===== src/rtl/fb_write_sched.sv =====
// Write-port scheduler for the frame buffer: arbitrates game pixel writes against a full-frame clear engine.
// Optional FB_VBLANK_SYNC_EN holds each clear until the next falling edge of vsync_n.
module fb_write_sched #(
   parameter int AW       = 16,
   parameter int DW       = 6,
   parameter int SCREEN_X = 184,
   parameter int SCREEN_Y = 184
) (
   input  logic          clk,
   input  logic          rst,
   input  logic          vsync_n,
   input  logic          clr_start,
   input  logic [DW-1:0] clr_color,
   output logic          clr_busy,
   output logic          clr_done,
   input  logic          req_valid,
   input  logic [AW-1:0] req_addr,
   input  logic [DW-1:0] req_data,
   output logic          req_ready,
   output logic          req_oob,
   output logic [AW-1:0] mem_addr,
   output logic [DW-1:0] mem_data,
   output logic          mem_we
);

   localparam int unsigned   N         = SCREEN_X * SCREEN_Y;
   localparam logic [AW:0]   N_EXT     = (AW+1)'(N);
   localparam logic [AW-1:0] LAST_ADDR = AW'(N - 1);

   localparam logic [1:0] ST_IDLE    = 2'd0;
   localparam logic [1:0] ST_CLEAR   = 2'd1;
`ifdef FB_VBLANK_SYNC_EN
   localparam logic [1:0] ST_WAIT_VB = 2'd2;
`endif

   logic [1:0]    state;
   logic [AW-1:0] cnt;
   logic [DW-1:0] clr_col;
   logic          addr_in_range;
   logic          vsync_fall;

   // Widened compare so a frame filling the whole address space still works
   assign addr_in_range = ({1'b0, req_addr} < N_EXT);

`ifdef FB_VBLANK_SYNC_EN
   logic vsync_q;

   always_ff @(posedge clk) begin
      if (rst) vsync_q <= 1'b0;
      else     vsync_q <= vsync_n;
   end

   assign vsync_fall = vsync_q & ~vsync_n;
`else
   logic unused_vsync;
   assign unused_vsync = vsync_n;
   assign vsync_fall   = 1'b0;
`endif

   // clr_start wins over a same-cycle request, so requests are refused rather than dropped
   assign req_ready = ~rst & ~clr_start & (state == ST_IDLE);
   assign clr_busy  = (state != ST_IDLE);

   // During CLEAR, mem_addr always equals cnt: the start edge already registers address 0
   always_ff @(posedge clk) begin
      if (rst) begin
         state    <= ST_IDLE;
         cnt      <= '0;
         clr_col  <= '0;
         mem_addr <= '0;
         mem_data <= '0;
         mem_we   <= 1'b0;
         clr_done <= 1'b0;
         req_oob  <= 1'b0;
      end else begin
         mem_we   <= 1'b0;
         clr_done <= 1'b0;
         req_oob  <= 1'b0;
         case (state)
            ST_IDLE: begin
               if (clr_start) begin
                  clr_col <= clr_color;
                  cnt     <= '0;
`ifdef FB_VBLANK_SYNC_EN
                  state   <= ST_WAIT_VB;
`else
                  state    <= ST_CLEAR;
                  mem_we   <= 1'b1;
                  mem_addr <= '0;
                  mem_data <= clr_color;
`endif
               end else if (req_valid) begin
                  if (addr_in_range) begin
                     mem_we   <= 1'b1;
                     mem_addr <= req_addr;
                     mem_data <= req_data;
                  end else begin
                     req_oob <= 1'b1;
                  end
               end
            end
            ST_CLEAR: begin
               if (cnt == LAST_ADDR) begin
                  state    <= ST_IDLE;
                  clr_done <= 1'b1;
               end else begin
                  cnt      <= cnt + 1'b1;
                  mem_we   <= 1'b1;
                  mem_addr <= cnt + 1'b1;
                  mem_data <= clr_col;
               end
            end
`ifdef FB_VBLANK_SYNC_EN
            // An edge in the clr_start cycle is ignored because we are not yet in this state
            ST_WAIT_VB: begin
               if (vsync_fall) begin
                  state    <= ST_CLEAR;
                  mem_we   <= 1'b1;
                  mem_addr <= '0;
                  mem_data <= clr_col;
               end
            end
`endif
            default: state <= ST_IDLE;
         endcase
      end
   end

endmodule


===== config.mk =====
export PLATFORM = sky130hd
export DESIGN_NAME = fb_write_sched
export DESIGN_NICKNAME = d
export VERILOG_FILES = /design/src/rtl/fb_write_sched.sv
export SDC_FILE = /design/constraint.sdc
export NUM_CORES = 1
export LEC_CHECK = 0
export CAP_MARGIN = 20
export CORE_MARGIN = 2
export CORE_UTILIZATION = 44
export DETAILED_ROUTE_END_ITERATION = 10
export HOLD_SLACK_MARGIN = 0.08
export PLACE_DENSITY = 0.72
export SETUP_SLACK_MARGIN = 0.15
export SYNTH_ARGS = -nofsm -noshare
export SYNTH_HDL_FRONTEND = slang
export SYNTH_SLANG_ARGS = --single-unit

===== constraint.sdc =====
create_clock -name clk -period 4.95 [get_ports clk]
set_input_delay 0.99 -clock clk [delete_from_list [all_inputs] [get_ports clk]]
set_output_delay 0.99 -clock clk [all_outputs]
set_load 0.05 [all_outputs]

==> impl_metrics.toml <==
[sta]
finalSetupTns_ns = 0
skew_ns = 0.00670
setup_violations = 0
rsz0062_at_grt = "false"
timing.final.crit_period_ns = 3.97
worst_pin_slew_ns = 0.703
setup_ws_ns = 0.985
hold_viol_final = 0
final_max_slew_viol_count = 0
timing.fmax_ghz = 0.252
min_period_over_period = 0.801
slew_headroom = 0.530

[global_routing]
grt_pass1_vias = 2025
overflow = 0
grt_pass1_wl_um = 9480
grt_max_degree = 48
grt_usage = 0.198
antenna_found_initial = 0

[cells_and_area]
multiInputGateArea_sq_um = 1310
n_fill_cell = 490
nNetsFinal = 355
final_cells = 391
drive_gt1_frac = 0.0935
regArea_sq_um = 961
n_antenna_cell = 0
area_growth_pct = 28.6

[yosys]
yosys_warnings = 0
synth_compound_area_frac = 0.190
synth_top_family_by_area = "simple AND/OR/NAND/NOR gates"
ys_dominant_reg_cell = "dfxtp_1"
muxShareOfSynthArea = 0.0807
yosysSeqAreaShare = 0.405
synth_nets = 306
ys_ff_latch = 48
synthSimpleGateAreaFrac = 0.231
synth_edf_count = 0
synthAdderAreaFrac = 0.00528
async_reset_ff_frac = 0
synth.distinct_cells = 46
avgSynthCellArea_sq_um = 8.72
netlist_instances = 272
syn_area_sq_um = 2370
synthXorXnorAreaFrac = 0.0406

[power_and_ir_drop]
internal_power_uw = 576
power_frac_clock = 0.268
p_seq_frac = 0.502
p_comb_frac = 0.230
net-switching-power_uw = 251
power.density_nw_per_um2 = 271
swShare = 0.304
cellLeakagePower_nw = 1.12
vdd_ir_drop_max_uv = 152

[die]
dieWidth_um = 77.4
core-area_sq_um = 5140
num_rows = 26
initial_core_util = 0.461
ioPinCount = 60
die-height_um = 77.4
die_area_sq_um = 5990

[setup_path]
startpoint = "clr_start"
cpPeakStageDelay_ns = 0.82
setup.worst_path.end = "req_ready"
arrival_ns = 2.98
reg2reg_from = "cnt[0]"
cp_cell_sequence = "clkdlybuf4s50_1 -> or2_1 -> nor2_1 -> clkdlybuf4s50_1"
path_max_fanout = 9
startpoint_type = "input pin"
reg2reg_slack_ns = 2.39
crit_path_end_kind = "output port"
cpMostUsedCell = "clkdlybuf4s50_1"
slowest_stage = "clkdlybuf4s50_1"
path_class = "input pin to output port"
cp.required_ns = 3.96
r2r-end = "mem_data[5]"
r2r.worst_path.cells = 7

[drt]
drc = 0
vias_per_cell = 5.47
routed-via-count = 2139
drt-initial-drc-count = 151
routed_wl_um = 5710
wl_per_cell_um = 14.6
drtPass1Iterations = 4
drtAntennaViolNets = 0

[place]
port_buffers = 58
dp_slack_ns = 0.967
hpwl_um = 4090
gp_congestion = 0.792
dp_cells = 384

[clock_network]
cts_buffers = 5
post_cts_resized = 0
clk_latency_ns = 0.30
cts.sinks = 48
hold_buffers = 0
cts_root_buf = "clkbuf_8"
cts_buffer_depth = 2
path_clk_slew_ns = 0.08
cts_htree_levels = 2
postCtsSetupBuffers = 0
cts_tree = "done"

[min_path]
holdCritPathClass = "flop to flop"
hold_path_depth = 2

[status]
status = "finished, final reports clean"

[job]
maxCapViolations = 0
[logic make-up after synthesis]
kind of cell,after synthesis
xor+xnor,11
compound gates,59
flops,48
fa+ha+maj,1
buf+inv,22
mux,19
simple gates,112
[per-stage QoR]
step / utilization / total power [mW] / hold WS [ns] / area (sq um)
2_1_floorplan: - / 0.544 / 0.461 / 2370
6_report: 0.593 / 0.826 / 0.503 / 3050
4_1_cts: 0.593 / 0.838 / 0.506 / 3050
3_3_place_gp: 0.577 / 0.614 / 0.474 / 2970
3_5_place_dp: 0.577 / 0.616 / 0.485 / 2970
5_1_grt: 0.593 / 0.866 / 0.531 / 3050
[routing by layer]
layer | wire length, um | GRT usage | part of all wire
met1 | 2430 | 0.228 | 0.43
met2 | 2940 | 0.353 | 0.51
met3 | 315 | 0.0523 | 0.055
met4 | 26 | 0.0714 | 0.0046
met5 | 0 | 0 | 0
[power by group through the flow]
| stage | logic [mW] | clock network, mW | registers, mW |
|---|---|---|---|
| final | 0.190 | 0.221 | 0.415 |
| after global routing | 0.203 | 0.246 | 0.418 |
| after CTS | 0.192 | 0.231 | 0.416 |
| after detailed placement | 0.191 | 0 | 0.424 |
| after global placement | 0.190 | 0 | 0.424 |
| after floorplan | 0.0699 | 0 | 0.474 |
[cell usage in the layout (no fill, tap or decap), types with 3 or more instances in the layout]
cell type        synthesis  routed
and3_1                   3       3
a21oi_1                 16      16
a211oi_2                 9       9
buf_4                    2       4
clkdlybuf4s50_1          0      57
mux2i_1                 18      18
dfxtp_1                 48      48
nand3_1                  8       8
nor4_1                   5       5
clkbuf_8                 0       5
nor2_1                  40      40
xnor2_1                  9       9
a311oi_1                 8       8
o21ai_0                 10      10
nand2_1                 32      32
and4_1                   3       3
a22oi_1                  8       8
nand4_1                  5       5
[worst max-delay path: cells and delay by family]
kind / cells / cell delay [ns]
buffers and inverters: 2 / 1.47
AND/OR/NAND/NOR: 2 / 0.51
[synthesized netlist by cell type (8+ instances only)]
cell type,number,share of area
clkbuf_1,9,0.014
mux2i_1,18,0.076
a22oi_1,8,0.025
a211oi_2,9,0.047
a21oi_1,16,0.034
dfxtp_1,48,0.41
nor2_1,40,0.063
a311oi_1,8,0.030
nand2_1,32,0.051
o21ai_0,10,0.021
nand3_1,8,0.017
xnor2_1,9,0.033
[final cells by class]
type	count	share of cell area
sequential	48	0.315
tap	70	0.0287
timing repair buffer	62	0.199
inverter	2	0.00246
multi-input combinational	202	0.428
clock buffer	5	0.0226
clock inverter	2	0.00410
[state kept, by name (all words and copies together), names as in the netlist]
name and count:
clr_col 6, clr_done 1, cnt 16, mem_addr 16
mem_data 6, mem_we 1, req_oob 1, state 1
[how the worst min path moves through the flow]
stage                startpoint          end  slack [ns]
finish              mem_addr[9]  mem_addr[9]        0.50
floorplan            clr_col[0]   clr_col[0]        0.46
detailed placement  mem_data[3]  mem_data[3]        0.48
global placement     clr_col[5]   clr_col[5]        0.47
global route         clr_col[2]   clr_col[2]        0.53
CTS                 mem_addr[9]  mem_addr[9]        0.51
(Power assumes the default switching activity.)
